## src/rtl/hazard_stall_ctrl_pkg.sv

```systemverilog
// Shared core definitions: opcodes used by hazard/forwarding logic, the
// hazard FSM state type, and source-register usage decoders.
package hazard_stall_ctrl_pkg;

  localparam logic [6:0] OPCODE_LOAD   = 7'b0000011;
  localparam logic [6:0] OPCODE_STORE  = 7'b0100011;
  localparam logic [6:0] OPCODE_OPIMM  = 7'b0010011;
  localparam logic [6:0] OPCODE_OP     = 7'b0110011;
  localparam logic [6:0] OPCODE_BRANCH = 7'b1100011;
  localparam logic [6:0] OPCODE_JALR   = 7'b1100111;

  typedef enum logic [1:0] {
    RUN     = 2'd0,
    MC_BUSY = 2'd1,
    MC_DONE = 2'd2
  } hazard_state_e;

  // True when the instruction actually reads rs1 (not just has bits there).
  function automatic logic uses_rs1(input logic [6:0] opcode);
    case (opcode)
      OPCODE_OP, OPCODE_OPIMM, OPCODE_LOAD,
      OPCODE_STORE, OPCODE_BRANCH, OPCODE_JALR: uses_rs1 = 1'b1;
      default:                                  uses_rs1 = 1'b0;
    endcase
  endfunction

  // True when the instruction actually reads rs2; I-type immediates overlap
  // the rs2 field and must not create false hazards.
  function automatic logic uses_rs2(input logic [6:0] opcode);
    case (opcode)
      OPCODE_OP, OPCODE_STORE, OPCODE_BRANCH: uses_rs2 = 1'b1;
      default:                                uses_rs2 = 1'b0;
    endcase
  endfunction

endpackage

```

## src/rtl/hazard_stall_ctrl_if.sv

```systemverilog
// Pipeline-stage view seen by the hazard controller: decode/execute
// instruction fields in, stall/flush/bubble controls out.
interface hazard_stall_ctrl_if;
  import hazard_stall_ctrl_pkg::*;

  logic [6:0]    id_instr_opcode_ip;
  logic [4:0]    id_rs1_ip;
  logic [4:0]    id_rs2_ip;
  logic [6:0]    ex_instr_opcode_ip;
  logic [4:0]    ex_dest_ip;
  logic          ex_mc_start_ip;
  logic          ex_branch_taken_ip;

  logic          pc_stall_op;
  logic          if_id_stall_op;
  logic          if_id_flush_op;
  logic          id_ex_bubble_op;
  logic          ex_hold_op;
  logic          ex_mem_bubble_op;
  logic          mc_done_op;
  hazard_state_e state_op;
  logic [15:0]   stall_cnt_op;

  modport master (
    output id_instr_opcode_ip, id_rs1_ip, id_rs2_ip,
           ex_instr_opcode_ip, ex_dest_ip, ex_mc_start_ip, ex_branch_taken_ip,
    input  pc_stall_op, if_id_stall_op, if_id_flush_op, id_ex_bubble_op,
           ex_hold_op, ex_mem_bubble_op, mc_done_op, state_op, stall_cnt_op
  );

  modport slave (
    input  id_instr_opcode_ip, id_rs1_ip, id_rs2_ip,
           ex_instr_opcode_ip, ex_dest_ip, ex_mc_start_ip, ex_branch_taken_ip,
    output pc_stall_op, if_id_stall_op, if_id_flush_op, id_ex_bubble_op,
           ex_hold_op, ex_mem_bubble_op, mc_done_op, state_op, stall_cnt_op
  );
endinterface

```

## src/rtl/hazard_mc_counter.sv

```systemverilog
// Down-counter tracking the remaining busy cycles of a multi-cycle EX op.
module hazard_mc_counter #(
  parameter int CNT_W = 2
) (
  input  logic             clk,
  input  logic             reset,
  input  logic             load,
  input  logic [CNT_W-1:0] load_val,
  input  logic             dec,
  output logic [CNT_W-1:0] cnt,
  output logic             is_one
);

  // Load has priority over decrement; reset clears so no stale count survives.
  always_ff @(posedge clk) begin
    if (reset)     cnt <= '0;
    else if (load) cnt <= load_val;
    else if (dec)  cnt <= cnt - 1'b1;
  end

  assign is_one = (cnt == CNT_W'(1));

endmodule

```

## src/rtl/hazard_stall_ctrl.sv

```systemverilog
// Pipeline sequencing controller: load-use stalls, multi-cycle EX holds and
// taken-branch flushes. Controls are combinational from state + inputs.
module hazard_stall_ctrl
  import hazard_stall_ctrl_pkg::*;
#(
  parameter int MC_LATENCY = 4
) (
  input  logic               clk,
  input  logic               reset,
  hazard_stall_ctrl_if.slave bus
);

  localparam int              CNT_W    = $clog2(MC_LATENCY);
  localparam logic [CNT_W-1:0] CNT_LOAD = CNT_W'(MC_LATENCY - 2);

  hazard_state_e    state_q, state_d;
  logic             cnt_load, cnt_dec, cnt_is_one;
  logic [CNT_W-1:0] cnt;
  logic             load_use, mc_stall, br_live, lu_live, done;
  logic             pc_stall;

  hazard_mc_counter #(.CNT_W(CNT_W)) u_cnt (
    .clk      (clk),
    .reset    (reset),
    .load     (cnt_load),
    .load_val (CNT_LOAD),
    .dec      (cnt_dec),
    .cnt      (cnt),
    .is_one   (cnt_is_one)
  );

  // Load in EX writing a register the decoding instr really reads; x0 never hazards.
  assign load_use = (bus.ex_instr_opcode_ip == OPCODE_LOAD) && (bus.ex_dest_ip != 5'd0) &&
                    ((uses_rs1(bus.id_instr_opcode_ip) && (bus.id_rs1_ip == bus.ex_dest_ip)) ||
                     (uses_rs2(bus.id_instr_opcode_ip) && (bus.id_rs2_ip == bus.ex_dest_ip)));

  // State register.
  always_ff @(posedge clk) begin
    if (reset) state_q <= RUN;
    else       state_q <= state_d;
  end

  // Next state and hazard classification; branch wins over MC start and load-use.
  always_comb begin
    state_d  = state_q;
    cnt_load = 1'b0;
    cnt_dec  = 1'b0;
    mc_stall = 1'b0;
    br_live  = 1'b0;
    lu_live  = 1'b0;
    done     = 1'b0;
    unique case (state_q)
      RUN: begin
        if (bus.ex_branch_taken_ip) begin
          br_live = 1'b1;
        end else if (bus.ex_mc_start_ip) begin
          mc_stall = 1'b1;
          cnt_load = 1'b1;
          state_d  = (MC_LATENCY == 2) ? MC_DONE : MC_BUSY;
        end else begin
          lu_live = load_use;
        end
      end
      MC_BUSY: begin
        // A taken branch cannot legally appear here, so it is not looked at.
        mc_stall = 1'b1;
        if (cnt_is_one) state_d = MC_DONE;
        else            cnt_dec = 1'b1;
      end
      MC_DONE: begin
        // Result lands in EX/MEM now; ex_mc_start_ip still high is the same op.
        done    = 1'b1;
        state_d = RUN;
        if (bus.ex_branch_taken_ip) br_live = 1'b1;
        else                        lu_live = load_use;
      end
      default: state_d = RUN;
    endcase
  end

  assign pc_stall             = !reset && (mc_stall || lu_live);
  assign bus.pc_stall_op      = pc_stall;
  assign bus.if_id_stall_op   = pc_stall;
  assign bus.if_id_flush_op   = !reset && br_live;
  assign bus.id_ex_bubble_op  = !reset && (br_live || lu_live);
  assign bus.ex_hold_op       = !reset && mc_stall;
  assign bus.ex_mem_bubble_op = !reset && mc_stall;
  assign bus.mc_done_op       = !reset && done;
  assign bus.state_op         = state_q;

  // Saturating count of PC-stall cycles for performance monitoring.
  always_ff @(posedge clk) begin
    if (reset)                                   bus.stall_cnt_op <= 16'd0;
    else if (pc_stall && bus.stall_cnt_op != 16'hFFFF) bus.stall_cnt_op <= bus.stall_cnt_op + 16'd1;
  end

endmodule
```

## src/flat_wrapper.sv

```systemverilog
// flat-port wrapper written by rule: the top's interface ports become plain ports
module hazard_stall_ctrl_flat import hazard_stall_ctrl_pkg::*;
#(
  parameter int MC_LATENCY = 4
)
  (clk, reset, bus_id_instr_opcode_ip, bus_id_rs1_ip, bus_id_rs2_ip, bus_ex_instr_opcode_ip, bus_ex_dest_ip, bus_ex_mc_start_ip, bus_ex_branch_taken_ip, bus_pc_stall_op, bus_if_id_stall_op, bus_if_id_flush_op, bus_id_ex_bubble_op, bus_ex_hold_op, bus_ex_mem_bubble_op, bus_mc_done_op, bus_state_op, bus_stall_cnt_op);
  hazard_stall_ctrl_if bus_i ();
  input  logic clk;
  input  logic reset;
  input wire logic [$bits(bus_i.id_instr_opcode_ip)-1:0] bus_id_instr_opcode_ip;
  input wire logic [$bits(bus_i.id_rs1_ip)-1:0] bus_id_rs1_ip;
  input wire logic [$bits(bus_i.id_rs2_ip)-1:0] bus_id_rs2_ip;
  input wire logic [$bits(bus_i.ex_instr_opcode_ip)-1:0] bus_ex_instr_opcode_ip;
  input wire logic [$bits(bus_i.ex_dest_ip)-1:0] bus_ex_dest_ip;
  input wire logic [$bits(bus_i.ex_mc_start_ip)-1:0] bus_ex_mc_start_ip;
  input wire logic [$bits(bus_i.ex_branch_taken_ip)-1:0] bus_ex_branch_taken_ip;
  output wire logic [$bits(bus_i.pc_stall_op)-1:0] bus_pc_stall_op;
  output wire logic [$bits(bus_i.if_id_stall_op)-1:0] bus_if_id_stall_op;
  output wire logic [$bits(bus_i.if_id_flush_op)-1:0] bus_if_id_flush_op;
  output wire logic [$bits(bus_i.id_ex_bubble_op)-1:0] bus_id_ex_bubble_op;
  output wire logic [$bits(bus_i.ex_hold_op)-1:0] bus_ex_hold_op;
  output wire logic [$bits(bus_i.ex_mem_bubble_op)-1:0] bus_ex_mem_bubble_op;
  output wire logic [$bits(bus_i.mc_done_op)-1:0] bus_mc_done_op;
  output wire logic [$bits(bus_i.state_op)-1:0] bus_state_op;
  output wire logic [$bits(bus_i.stall_cnt_op)-1:0] bus_stall_cnt_op;
  assign bus_i.id_instr_opcode_ip = bus_id_instr_opcode_ip;
  assign bus_i.id_rs1_ip = bus_id_rs1_ip;
  assign bus_i.id_rs2_ip = bus_id_rs2_ip;
  assign bus_i.ex_instr_opcode_ip = bus_ex_instr_opcode_ip;
  assign bus_i.ex_dest_ip = bus_ex_dest_ip;
  assign bus_i.ex_mc_start_ip = bus_ex_mc_start_ip;
  assign bus_i.ex_branch_taken_ip = bus_ex_branch_taken_ip;
  assign bus_pc_stall_op = bus_i.pc_stall_op;
  assign bus_if_id_stall_op = bus_i.if_id_stall_op;
  assign bus_if_id_flush_op = bus_i.if_id_flush_op;
  assign bus_id_ex_bubble_op = bus_i.id_ex_bubble_op;
  assign bus_ex_hold_op = bus_i.ex_hold_op;
  assign bus_ex_mem_bubble_op = bus_i.ex_mem_bubble_op;
  assign bus_mc_done_op = bus_i.mc_done_op;
  assign bus_state_op = bus_i.state_op;
  assign bus_stall_cnt_op = bus_i.stall_cnt_op;
  hazard_stall_ctrl #(.MC_LATENCY(MC_LATENCY)) u_core (.clk(clk), .reset(reset), .bus(bus_i));
endmodule
```

## config.mk

```make
export PLATFORM = sky130hd
export DESIGN_NAME = hazard_stall_ctrl_flat
export DESIGN_NICKNAME = d
export VERILOG_FILES = /design/src/rtl/hazard_stall_ctrl_pkg.sv /design/src/rtl/hazard_stall_ctrl_if.sv /design/src/rtl/hazard_mc_counter.sv /design/src/rtl/hazard_stall_ctrl.sv /design/src/flat_wrapper.sv
export SDC_FILE = /design/constraint.sdc
export NUM_CORES = 1
export LEC_CHECK = 0
export BUFFER_PORTS_ARGS = -buffer_cell sky130_fd_sc_hd__buf_4
export CAP_MARGIN = 20
export CORE_MARGIN = 10
export CORE_UTILIZATION = 41
export DETAILED_ROUTE_END_ITERATION = 8
export HOLD_SLACK_MARGIN = 0.05
export PLACE_DENSITY = 0.75
export SLEW_MARGIN = 30
export SYNTH_ARGS = -nofsm -noshare
export SYNTH_HDL_FRONTEND = slang
export SYNTH_SLANG_ARGS = --single-unit
```

## constraint.sdc

```tcl
create_clock -name clk -period 2 [get_ports clk]
set_clock_uncertainty 0.15 [all_clocks]
set_input_delay 0.1 -clock clk [delete_from_list [all_inputs] [get_ports clk]]
set_output_delay 0.1 -clock clk [all_outputs]
set_load 0.005 [all_outputs]
```

==> key figures <==
Status
  – Status: complete, but fails checks
  – Violated checks: negative setup slack

Global routing
  – Total track usage: 13.8%
  – Total grt overflow: 0
  – Largest net degree at the start of global routing: 23
  – Vias in the first global route: 1334
  – First-pass GRT wire length: 6270 um
  – Initial antenna violation count: 0

Setup path
  – R2R Setup Slk: -60 ps
  – Path depth of the worst reg2reg path: 7
  – Crit Path Category: reg2reg
  – Worst EP arrival: 2150 ps
  – Critical path launch point: u_core.bus.state_op[0]$_SDFFE_PP0P_
  – Critical-path maximum fanout: 10
  – R2r startpoint: u_core.bus.state_op[0]$_SDFFE_PP0P_
  – Worst Setup Start Kind: register
  – Terminus of the critical flop-to-flop path: u_core.bus.stall_cnt_op[14]$_SDFFE_PP0P_
  – CP Capture Type: register
  – Crit path required time: 2090 ps
  – Worst setup path endpoint: u_core.bus.stall_cnt_op[14]$_SDFFE_PP0P_

Timing
  – Slew @ Worst Pin: 526 ps
  – RSZ-0062 raised after global routing: true
  – # setup viols final: 10
  – Final hold vios: 0
  – Final worst path period share: 103%
  – Final min period: 2060 ps
  – Final worst-path setup slack: -61.5 ps
  – Max-slew headroom: 64.8%
  – Fin Setup TNS: -280 ps
  – Fmax achieved: 485 MHz
  – Final-report max-slew violation count: 0

Finish
  – Fillers: 239
  – Layout area overhead: 57.5%
  – Commonest cells after routing, fill and taps aside: buf_4 (69), dfxtp_1 (17), xnor2_1 (11), o21ai_0 (11), a21oi_1 (11)
  – Layout cells sized above 1: 44.4%
  – Ant diodes: 0
  – Nets: 259
  – Post-route insts no fill: 254
  – Commonest non-fill, non-tap cell in the layout: buf_4

Yosys
  – Ys async rst share: 0%
  – Synth Cell Area: 1230 sq um
  – Synth Warn #: 0
  – Synth unique cells: 37
  – Mapped Cells: 153
  – Flops & latches, synth: 20
  – Mean Syn Cell Area: 8.02 sq um
  – Sequential share of the synthesized area: 32.6%
  – Most used flip-flop cell after synthesis: dfxtp_1
  – Number of flops mapped to enable cells by yosys: 0
  – Post-synthesis net count: 188

Power
  – P_leak: 0.793 nW
  – Maximum vdd drop: 0.365 mV
  – PD cells: 443 nW/um^2

Detailed routing
  – DRT iter0 DRCs: 41
  – Post-route DRC: 0
  – DRT antenna net count: 0
  – Post-DR vias/cell: 5.56
  – Drt wl/cell: 16.3 um
  – DRT Pass-1 Iters: 4
  – Routed vias: 1412
  – Drt total wl: 4150 um

CTS
  – CTS Buffer Depth: 2
  – Clock latency on the worst-skew pair: 310 ps
  – Total CTS buffers: 3
  – Clock root cell: clkbuf_4
  – H-Tree Depth: 1
  – Clock transition at path regs: 120 ps
  – Clock sink count: 20
  – Hold-fix buffers at CTS: 0
  – CTS tree: built

Run
  – Max-cap violations: 0

Place
  – Placed insts: 248
  – Port Buf Inserts: 57
  – Pre-CTS setup slack: -226 ps
  – DP HPWL: 3200 um
  – Gp weighted congestion: 0.865

Floorplan
  – Starting Density: 43.8%
  – Die H: 74.7 um
  – Core area: 2810 sq um
  – Die area: 5580 sq um
  – # IOs: 58
  – Die Span X: 74.7 um
  – Num rows: 19

Worst hold path
  – Worst hold path class: in2reg
## cell type report
cell class	instances	area (sq um)	area share [%]
tap	31	38.8	2.01
clock buffer	4	36.3	1.88
multi-input combinational	121	828	42.8
sequential	20	407	21.0
timing repair buffer	74	606	31.3
inverter	4	17.5	0.906
## routing by layer
metal  track usage, %  wire [um]  part of all wire [%]
met2             23.0       2020                    49
met4             3.99         31                  0.75
met3             5.39        446                    11
met5                0          0                     0
met1             16.1       1640                    40
## cell families after synthesis
family	count (synthesis)	synth area share (%)
XOR/XNOR	11	7.85
adder cells (fa/ha/maj)	2	2.04
flip-flops	20	32.6
AO/OA/AOI/OAI	37	17.7
multiplexers	1	0.917
AND/OR/NAND/NOR	70	33.7
buffers and inverters	12	5.10
## report_power, final
part | leakage (nW) | switching (mW) | internal (mW)
registers | 0.163 | 0.00515 | 0.406
clock network | 0.0210 | 0.131 | 0.111
logic | 0.609 | 0.0832 | 0.120
total | 0.793 | 0.219 | 0.638
## through the flow
| stage | instance area (sq um) | utilization (%) | hold slack [ps] | power, mW |
|---|---|---|---|---|
| detailed placement | 1790 | 64.0 | 361 | 0.607 |
| global route | 1930 | 68.9 | 88.9 | 0.889 |
| CTS | 1850 | 66.0 | 70.1 | 0.848 |
| floorplan | 1240 | - | 110 | 0.499 |
| global placement | 1790 | 64.0 | 345 | 0.598 |
| finish | 1930 | 68.9 | 73.2 | 0.857 |
## worst max-delay path: stages, from the launching register on
cell,delay [ps]
dfxtp_4,360
a211oi_2,150
o211ai_1,140
nor4_2,260
a21oi_2,130
buf_12,160
or4_1,490
a21oi_1,160
## sequential cells by signal (all words and copies together) (netlist names)
register and cells:
u_core.bus.stall_cnt_op 16, u_core.bus.state_op 2, u_core.u_cnt.cnt 2
## what timing repair did
action                                  4_1_cts  5_1_grt
endpoints found under the setup margin       17       14
cloned                                        0        1
setup buffers                                 0        1
pin swaps                                     5        0
gates resized for setup                       7       12
## Yosys cell counts (3+ instances only)
cell type  count  area (sq um)
nor2_1         9          33.8
nand2_1        8          30.0
a21oi_1       14          70.1
or4_1          5          37.5
nand3_1        4          20.0
dfxtp_1       20           400
or3_1          9          56.3
and3_1         4          25.0
o21ai_0       12          60.1
nor2b_1        3          18.8
and2_1         3          18.8
xnor2_1       11          96.3
o31ai_1        5          37.5
nand4_1       10          62.6
inv_1          4          15.0
## worst min path at each step
stage | cells past startpoint | slack, ps | end | start
6_report | 3 | 70 | u_core.bus.stall_cnt_op[5]$_SDFFE_PP0P_ | reset
5_1_grt | 3 | 90 | u_core.bus.stall_cnt_op[5]$_SDFFE_PP0P_ | reset
4_1_cts | 3 | 70 | u_core.bus.stall_cnt_op[5]$_SDFFE_PP0P_ | reset
3_5_place_dp | 2 | 360 | u_core.bus.stall_cnt_op[6]$_SDFFE_PP0P_ | u_core.bus.stall_cnt_op[6]$_SDFFE_PP0P_
3_3_place_gp | 2 | 350 | u_core.bus.stall_cnt_op[5]$_SDFFE_PP0P_ | u_core.bus.stall_cnt_op[5]$_SDFFE_PP0P_
2_1_floorplan | 1 | 110 | bus_ex_hold_op | reset
(Power assumes the default switching activity.)
